<file path="src/rtl/aes_pkg.sv">
// Shared AES types, constants and byte-level helpers for the round datapath.
package aes_pkg;

    localparam int unsigned LARGURA_BYTE   = 8;
    localparam int unsigned LARGURA_COLUNA = 32;
    localparam int unsigned LARGURA_ESTADO = 128;
    localparam int unsigned NUM_COLUNAS    = 4;

    localparam logic [7:0] AES_POLI = 8'h1b;

    typedef enum logic [1:0] {
        OCIOSO    = 2'd0,
        CALCULA   = 2'd1,
        CONCLUIDO = 2'd2
    } estado_fsm_t;

    // Multiply by x in GF(2^8), reduced by the AES polynomial.
    function automatic logic [7:0] xtime(input logic [7:0] b);
        return {b[6:0], 1'b0} ^ (b[7] ? AES_POLI : 8'h00);
    endfunction

    // Column-major byte position of s[r][c]; byte 0 sits in the MSBs.
    function automatic int unsigned indice_byte(input int unsigned r, input int unsigned c);
        return NUM_COLUNAS * c + r;
    endfunction

    // Row r rotates left by r positions: s'[r][c] = s[r][(c+r) mod 4].
    function automatic logic [LARGURA_ESTADO-1:0] shift_rows(input logic [LARGURA_ESTADO-1:0] s);
        logic [LARGURA_ESTADO-1:0] o;
        o = '0;
        for (int unsigned r = 0; r < 4; r++) begin
            for (int unsigned c = 0; c < NUM_COLUNAS; c++) begin
                o[127 - 8*indice_byte(r, c) -: 8] = s[127 - 8*indice_byte(r, (c + r) % 4) -: 8];
            end
        end
        return o;
    endfunction

endpackage

</file>
<file path="src/rtl/desloca_mistura_seq_if.sv">
// Upstream capture and downstream delivery handshakes of the stage.
interface desloca_mistura_seq_if;
    logic         entrada_valida;
    logic         entrada_pronta;
    logic [127:0] bloco;
    logic         ultima_rodada;
    logic         saida_valida;
    logic         saida_pronta;
    logic [127:0] saida;

    modport slave (
        input  entrada_valida, bloco, ultima_rodada, saida_pronta,
        output entrada_pronta, saida_valida, saida
    );

    modport master (
        output entrada_valida, bloco, ultima_rodada, saida_pronta,
        input  entrada_pronta, saida_valida, saida
    );
endinterface

</file>
<file path="src/rtl/mistura_coluna.sv">
// Combinational MixColumns on a single 32-bit column; a0 is the top byte.
module mistura_coluna
    import aes_pkg::*;
(
    input  logic [LARGURA_COLUNA-1:0] coluna,
    output logic [LARGURA_COLUNA-1:0] misturada
);

    logic [7:0] a0, a1, a2, a3;
    logic [7:0] d0, d1, d2, d3;
    logic [7:0] t0, t1, t2, t3;

    assign a0 = coluna[31:24];
    assign a1 = coluna[23:16];
    assign a2 = coluna[15:8];
    assign a3 = coluna[7:0];

    // Doubled and tripled bytes feeding the fixed MixColumns matrix.
    assign d0 = xtime(a0);
    assign d1 = xtime(a1);
    assign d2 = xtime(a2);
    assign d3 = xtime(a3);
    assign t0 = d0 ^ a0;
    assign t1 = d1 ^ a1;
    assign t2 = d2 ^ a2;
    assign t3 = d3 ^ a3;

    assign misturada = {d0 ^ t1 ^ a2 ^ a3,
                        a0 ^ d1 ^ t2 ^ a3,
                        a0 ^ a1 ^ d2 ^ t3,
                        t0 ^ a1 ^ a2 ^ d3};

endmodule

</file>
<file path="src/rtl/desloca_mistura_seq.sv">
// ShiftRows on capture, then iterative MixColumns over L = 4/K cycles.
module desloca_mistura_seq
    import aes_pkg::*;
#(
    parameter int unsigned COLUNAS_POR_CICLO = 1
) (
    input  logic                   clk,
    input  logic                   rst_n,
    desloca_mistura_seq_if.slave   barramento
);

    localparam int unsigned K        = COLUNAS_POR_CICLO;
    localparam int unsigned L        = NUM_COLUNAS / K;
    localparam logic [1:0]  CONT_FIM = 2'(L - 1);

    estado_fsm_t               state_q, state_d;
    logic [LARGURA_ESTADO-1:0] estado;
    logic [1:0]                contador;
    logic                      ultima;

    logic [1:0]                indice    [K];
    logic [LARGURA_COLUNA-1:0] misturada [K];

    // One mixer per column handled in a CALCULA cycle.
    for (genvar j = 0; j < int'(K); j++) begin : g_col
        assign indice[j] = 2'(int'(contador) * int'(K) + j);
        mistura_coluna u_mistura (
            .coluna    (estado[127 - 32*indice[j] -: 32]),
            .misturada (misturada[j])
        );
    end

    // FSM state register.
    always_ff @(posedge clk) begin
        if (!rst_n) state_q <= OCIOSO;
        else        state_q <= state_d;
    end

    // Next-state logic.
    always_comb begin
        state_d = state_q;
        unique case (state_q)
            OCIOSO:    if (barramento.entrada_valida) state_d = CALCULA;
            CALCULA:   if (contador == CONT_FIM)      state_d = CONCLUIDO;
            CONCLUIDO: if (barramento.saida_pronta)   state_d = OCIOSO;
            default:                                  state_d = OCIOSO;
        endcase
    end

    // Handshake flags decoded from the state register only.
    always_comb begin
        barramento.entrada_pronta = 1'b0;
        barramento.saida_valida   = 1'b0;
        unique case (state_q)
            OCIOSO:    barramento.entrada_pronta = 1'b1;
            CONCLUIDO: barramento.saida_valida   = 1'b1;
            default: ;
        endcase
    end

    // Datapath: capture with ShiftRows, then mix K columns per cycle.
    always_ff @(posedge clk) begin
        if (!rst_n) begin
            estado   <= '0;
            contador <= '0;
            ultima   <= 1'b0;
        end else begin
            unique case (state_q)
                OCIOSO: begin
                    if (barramento.entrada_valida) begin
                        estado   <= shift_rows(barramento.bloco);
                        ultima   <= barramento.ultima_rodada;
                        contador <= '0;
                    end
                end
                CALCULA: begin
                    contador <= contador + 2'd1;
                    if (!ultima) begin
                        for (int j = 0; j < int'(K); j++) begin
                            estado[127 - 32*indice[j] -: 32] <= misturada[j];
                        end
                    end
                end
                default: ;
            endcase
        end
    end

    assign barramento.saida = estado;

endmodule

</file>
<file path="src/flat_wrapper.sv">
// flat-port wrapper written by rule: the top's interface ports become plain ports
module desloca_mistura_seq_flat import aes_pkg::*;
#(
    parameter int unsigned COLUNAS_POR_CICLO = 1
)
  (clk, rst_n, barramento_entrada_valida, barramento_bloco, barramento_ultima_rodada, barramento_saida_pronta, barramento_entrada_pronta, barramento_saida_valida, barramento_saida);
  desloca_mistura_seq_if barramento_i ();
  input  logic clk;
  input  logic rst_n;
  input wire logic [$bits(barramento_i.entrada_valida)-1:0] barramento_entrada_valida;
  input wire logic [$bits(barramento_i.bloco)-1:0] barramento_bloco;
  input wire logic [$bits(barramento_i.ultima_rodada)-1:0] barramento_ultima_rodada;
  input wire logic [$bits(barramento_i.saida_pronta)-1:0] barramento_saida_pronta;
  output wire logic [$bits(barramento_i.entrada_pronta)-1:0] barramento_entrada_pronta;
  output wire logic [$bits(barramento_i.saida_valida)-1:0] barramento_saida_valida;
  output wire logic [$bits(barramento_i.saida)-1:0] barramento_saida;
  assign barramento_i.entrada_valida = barramento_entrada_valida;
  assign barramento_i.bloco = barramento_bloco;
  assign barramento_i.ultima_rodada = barramento_ultima_rodada;
  assign barramento_i.saida_pronta = barramento_saida_pronta;
  assign barramento_entrada_pronta = barramento_i.entrada_pronta;
  assign barramento_saida_valida = barramento_i.saida_valida;
  assign barramento_saida = barramento_i.saida;
  desloca_mistura_seq #(.COLUNAS_POR_CICLO(COLUNAS_POR_CICLO)) u_core (.clk(clk), .rst_n(rst_n), .barramento(barramento_i));
endmodule
</file>
<file path="config.mk">
export PLATFORM = sky130hd
export DESIGN_NAME = desloca_mistura_seq_flat
export DESIGN_NICKNAME = d
export VERILOG_FILES = /design/src/rtl/aes_pkg.sv /design/src/rtl/desloca_mistura_seq_if.sv /design/src/rtl/mistura_coluna.sv /design/src/rtl/desloca_mistura_seq.sv /design/src/flat_wrapper.sv
export SDC_FILE = /design/constraint.sdc
export NUM_CORES = 1
export LEC_CHECK = 0
export CORE_UTILIZATION = 36
export CTS_BUF_LIST = sky130_fd_sc_hd__clkbuf_2
export DETAILED_ROUTE_END_ITERATION = 10
export DONT_BUFFER_PORTS = 1
export SKIP_LAST_GASP = 1
export SYNTH_ARGS = -nofsm -noshare
export SYNTH_HDL_FRONTEND = slang
export SYNTH_SLANG_ARGS = --single-unit
</file>
<file path="constraint.sdc">
create_clock -name clk -period 2.5 [get_ports clk]
set_input_delay 0.375 -clock clk [delete_from_list [all_inputs] [get_ports clk]]
set_output_delay 0.375 -clock clk [all_outputs]
set_load 0.02 [all_outputs]
</file>
# ---- Word level (Yosys, flattened, before mapping)
# Cells that the tools add are included.
# W data, S select, Z words.
dict set report classes {
  bitwise 20
  add_sub_neg 3
  eq_ne 7
  shifts 3
  reduce_logical 6
  mux 16
}
# operator count
set op_table {}
lappend op_table {{$mux W128} 2}
lappend op_table {{$pmux W128 S2} 1}
lappend op_table {{$shift A32 B34 Y159 const A} 1}
lappend op_table {{$shiftx A159 B33 Y32} 1}
lappend op_table {{$shiftx A32 B34 Y159} 1}
lappend op_table {{$xor A8 B8 Y8} 17}
lappend op_table {{$bwmux W128} 1}
lappend op_table {{$neg A32 Y34} 1}
lappend op_table {{$xor A8 B5 Y8} 3}
lappend op_table {{$mux W5} 4}
lappend op_table {{$mux W2} 4}
lappend op_table {{$sub A7 B7 Y8 const A} 1}
lappend op_table {{$ne A2 B2 Y1 const B} 3}
lappend op_table {{$pmux W2 S3} 1}
lappend op_table {{$reduce_and A3 Y1} 2}
lappend op_table {{$eq A2 B2 Y1 const B} 2}
lappend op_table {{$pmux W2 S2} 1}
lappend op_table {{$reduce_and A2 Y1} 2}
lappend op_table {{$add A2 B1 Y2 const B} 1}
lappend op_table {{$eq A2 B1 Y1 const B} 1}
lappend op_table {{$logic_not A2 Y1} 1}
lappend op_table {{$mux W1} 2}
lappend op_table {{$ne A2 B1 Y1 const B} 1}
lappend op_table {{$reduce_bool A2 Y1} 1}
dict set report totals {
  out_inout_bits 130
  inputBits 133
  word_cells 59
  ff_bits 133
}

# ---- Depth between registers and ports, before layout
dict set report depth {
  ltp_word 12
  depth_mapped 10
  mapped_depth_nobuf 7
}

# ---- Modules after synthesis
# From an unflattened synthesis, not the netlist that was laid out.
dict set report unflattened {
  hier_cells 917
  area_unflattened_um2 8680.8
}
# module area_each_um2 instances seq_area_each_um2 cells_per_inst
set modules_own_cells {}
lappend modules_own_cells {desloca_mistura_seq 7327.0 1 2662.6 840}
lappend modules_own_cells {mistura_coluna 1353.8 1 0.0 77}

# ---- Least setup slack after synthesis
# No wires, ideal clock.
dict set report synth_timing {
  path_kind {flip-flop to flip-flop}
  from {reg u_core.contador[1]}
  to {reg u_core.estado[41], in the netlist u_core.barramento.saida[41]}
  path_stages_with_launch 8
  setup_slack_ps 61
  period_less_slack_ps 2439
  t_arrival_ps 2317
  setup_time_ps 122
  n_path_buf 2
  t_required_ps 2378
  cell_sequence {dfxtp_1 > buf_6 > buf_12 > mux4_2 > xor2_1 > xnor3_1 > a221oi_1 > nor2_1}
}
dict set report synth_between {
  elab_chain_cells 12
  word_cells_on_any_way 32
  cone_classes {add/sub (2); shift (3); mux (7); bitwise (20)}
}
# element line
set synth_lines {}
lappend synth_lines {{start, declared} desloca_mistura_seq.sv:18} ;# logic [1:0] contador;
lappend synth_lines {{start signal, assigned} desloca_mistura_seq.sv:77} ;# contador <= contador + 2'd1;
lappend synth_lines {{$sub A7 B7 Y8 *} {desloca_mistura_seq.sv:28, desloca_mistura_seq.sv:80}}
lappend synth_lines {{$shiftx A159 B33 Y32} desloca_mistura_seq.sv:28} ;# .coluna (estado[127 - 32*indice[j] -: 32]),
lappend synth_lines {{$mux W5} aes_pkg.sv:19} ;# return {b[6:0], 1'b0} ^ (b[7] ? AES_POLI : 8'h00);
lappend synth_lines {{$xor A8 B8 Y8 or $xor A8 B5 Y8 (tied branches)} aes_pkg.sv:19}
lappend synth_lines {{$xor A8 B8 Y8, on equally long branches} {mistura_coluna.sv:23, mistura_coluna.sv:24}}
lappend synth_lines {{$xor A8 B8 Y8, on equally long branches (3 in a row)} {mistura_coluna.sv:31, mistura_coluna.sv:28}}
lappend synth_lines {{$shiftx A32 B34 Y159} desloca_mistura_seq.sv:80} ;# estado[127 - 32*indice[j] -: 32] <= misturada[j];
lappend synth_lines {{$bwmux W128 *} desloca_mistura_seq.sv:80}
lappend synth_lines {{$mux W128 *} desloca_mistura_seq.sv:78} ;# if (!ultima) begin
lappend synth_lines {{$pmux W128 S2 *} desloca_mistura_seq.sv:68} ;# unique case (state_q)
lappend synth_lines {{end signal, assigned} desloca_mistura_seq.sv:71} ;# estado <= shift_rows(barramento.bloco);
lappend synth_lines {{end signal, assigned by index} desloca_mistura_seq.sv:80}
lappend synth_lines {{end, declared} desloca_mistura_seq.sv:17} ;# logic [LARGURA_ESTADO-1:0] estado;
# Mark *: on every way between the ends. The rest lies on a longest branch, timed or not. The select of a mux whose other input is x is not followed.
# A chain may end at the register's enable or synchronous reset.

# ---- Final worst setup path
dict set report layout_timing {
  from {reg u_core.contador[1]}
  to {reg u_core.estado[34], in the netlist u_core.barramento.saida[34]}
}
# The elaborated chain is that of the path after synthesis.

==> metrics.txt <==
Yosys warnings=0; Peak Freq=0.385 GHz; worst vdd ir=343 uV; Die Wd=148 um; Net Sw Power=3330 uW; max-cap violation count=0; total iterations of the first detailed-routing run=5; setup ws final=-97.0 ps; GRT Overall Usage=28.1%; share of cells above drive strength 1=31.9%; vias in the first global route=7551; Nets=1118; final setup fails=20; Crit Path Max Fanout=13; Vias/cell=5.98; met2 GRT Util=47.0%; Starting Density=36.7%; Post-Syn Nets=889; Finished Layout Cells=1271; biggest cell delay along the critical path=650 ps; RSZ-0062 raised after global routing=true; startpoint types=flop; sequential area share after synthesis=34.5%; DR vias=7595; combinational power share=49.6%; Core Util, Final=52.4%; Tcrit/Tclk final=104%; Slew @ Worst Pin=965 ps; CTS clk-pin slew, worst paths=240 ps; global-route met1 utilization=34.3%; Final Max Tran Viols=0; Max H-tree Level=4; number of synthesized register bits=133; count of input and output buffers=0; clock root buffer=clkbuf_2; power share of the clock group=18.8%; First DRT Iteration DRCs=711; CTS tree=built; grt ovf=0; most frequent cells in the layout=buf_4 (146), dlygate4sd3_1 (133), dfxtp_1 (131); DPL Wire Length=21.5 mm; pin count of the biggest net entering global routing=134; Longest Clk Path Bufs=2; kind of critical path=reg2reg; Post-Syn Area=0.00771 mm2; Residual DRC=0; failing checks=setup timing; CP required=3160 ps; R2R Setup Slk=-100 ps; met3 GRT Util=8.25%; Tmin final=2600 ps; die area=0.0220 mm2; CTS buffer count=17; GR peak layer=met2; Final Hold Vio Count=0; Worst path slowest cell=mux4_2; io pins=263; drt wl/cell=24.8 um; Worst Hold Class=in2reg; placed insts=1080; status=finished, violations left; Die Ht=148 um; Final ANT Viol Nets=0; Power, Total=8240 uW; Crit. End Element=flop; Seq pwr share=31.6%; Synth Instances=752; Cell Pwr Density=748 mW/mm2; pre-CTS setup slack=-77.8 ps; Clock Latency Late Sink=750 ps; global-route wire length before repair=45.6 mm; Layout area overhead=42.9%; placed instance area=0.00882 mm2; Cell Int Power=4910 uW; Rows=53; Slew HR=35.7%; Avg Cell Area, Syn=10.3 um2; switching share of total power=40.5%; routability cong.=0.837; CP cell instances=buf_12, mux4_2, xnor2_4, xor3_2, a221oi_1, nor2_1; routed wire length=31.5 mm; library cells used by synthesis=34; core area=0.0210 mm2; initial antenna violation count=2; WP data arrival=3260 ps; FILL cells=1863; Worst Skew=56.5 ps; Lkg Pwr=0.00446 uW; design area=0.0110 mm2; commonest non-fill, non-tap cell in the layout=buf_4; clk sinks=133
## final timing paths
path	end	from	cells after the start
max	u_core.barramento.saida[34]	u_core.contador[1]	6
min	u_core.barramento.saida[80]	rst_n	3
max reg2reg	u_core.barramento.saida[34]	u_core.contador[1]	6
min reg2reg	u_core.ultima	u_core.ultima	2
## flip-flops by register name, indices dropped and copies added, names as in the netlist
name / count
u_core.ultima: 1
u_core.state_q: 2
u_core.contador: 2
u_core.barramento.saida: 128
## Yosys cell counts
library cell  count  area share (%)
o221ai_1          4            0.45
and3_1            2            0.16
xnor3_2           1            0.31
a221oi_2         11             2.1
nand3_1           1           0.065
a21boi_0          1           0.097
nor2b_1           4            0.32
nand2b_1          2            0.16
nor2_1          129             6.3
nand3b_1          4            0.39
o21bai_1          1           0.097
a21oi_1           7            0.45
xnor2_1           7            0.79
ha_1              4            0.65
xnor3_1          32             9.3
xnor2_2           6             1.3
o21ai_0         124             8.0
buf_6             6            0.88
xor2_2            1            0.21
a221oi_1        113              13
nand2_1          14            0.68
mux4_2           32             9.3
buf_12            1            0.26
xor2_1           13             1.5
xor3_1            9             2.8
xnor2_4           4             1.4
dfxtp_1         133              35
buf_1             1           0.049
buf_2             2            0.13
nor3_1            2            0.13
a31oi_1           4            0.32
clkbuf_1         69             3.4
a21o_1            4            0.39
inv_1             4            0.19
## power groups by stage
stage | sequential (uW) | combinational (uW) | clock (uW)
floorplan | 2730 | 2130 | 0
global placement | 2640 | 3390 | 0
detailed placement | 2640 | 3400 | 0
CTS | 2600 | 3750 | 1550
global route | 2620 | 4280 | 1650
finish | 2600 | 4090 | 1550
## worst max-delay path: cells and delay by family (launching register included)
| family | cells | cell delay (ps) |
|---|---|---|
| AOI/OAI and AO/OA | 1 | 390 |
| muxes | 1 | 650 |
| xor gates and xnor gates | 2 | 770 |
| buffers and inverters | 1 | 180 |
| DFF | 1 | 430 |
| and+or+nand+nor | 1 | 70 |
## layer usage
| metal | vias to the layer above | part of all wire, % |
|---|---|---|
| met2 | 473 | 48 |
| li1 | 3360 | - |
| met3 | 75 | 10 |
| met5 | - | 0 |
| met1 | 3687 | 39 |
| met4 | 0 | 2.5 |
## what timing repair did
item,4_1_cts,5_1_grt
pin swaps,5,13
cloned,0,0
resized for setup,29,45
endpoints found under the hold margin,133,0
hold buffers,134,0
endpoints found under the setup margin,95,119
buffers inserted,3,20
## final cells by class
type / instances / area (um2) / area share (%)
Tap cell: 275 / 344 / 3.12
Sequential cell: 133 / 2670 / 24.2
Timing Repair Buffer: 289 / 2620 / 23.7
Clock buffer: 21 / 105 / 0.954
Inverter: 4 / 15.0 / 0.136
Multi-Input combinational cell: 536 / 5110 / 46.3
Antenna cell: 2 / 5.00 / 0.0454
Clock inverter: 11 / 158 / 1.43
## cells by family after synthesis
group                      count (synthesis)  share of synthesized area (%)
adders and majority gates                  4                          0.649
buffers and inverters                     83                           4.87
and+or+nand+nor                          158                           8.19
xor gates and xnor gates                  73                           17.6
DFF                                      133                           34.5
muxes                                     32                           9.34
AOI/OAI and AO/OA                        269                           24.8
## metrics by stage
step                TNS, ps  hold WS [ps]
global placement       -688           508
floorplan                 0           462
detailed placement    -1570           504
finish                 -483          63.6
global route          -5260          11.1
CTS                   -94.1          25.1
Power figures use the tool's default switching activity.
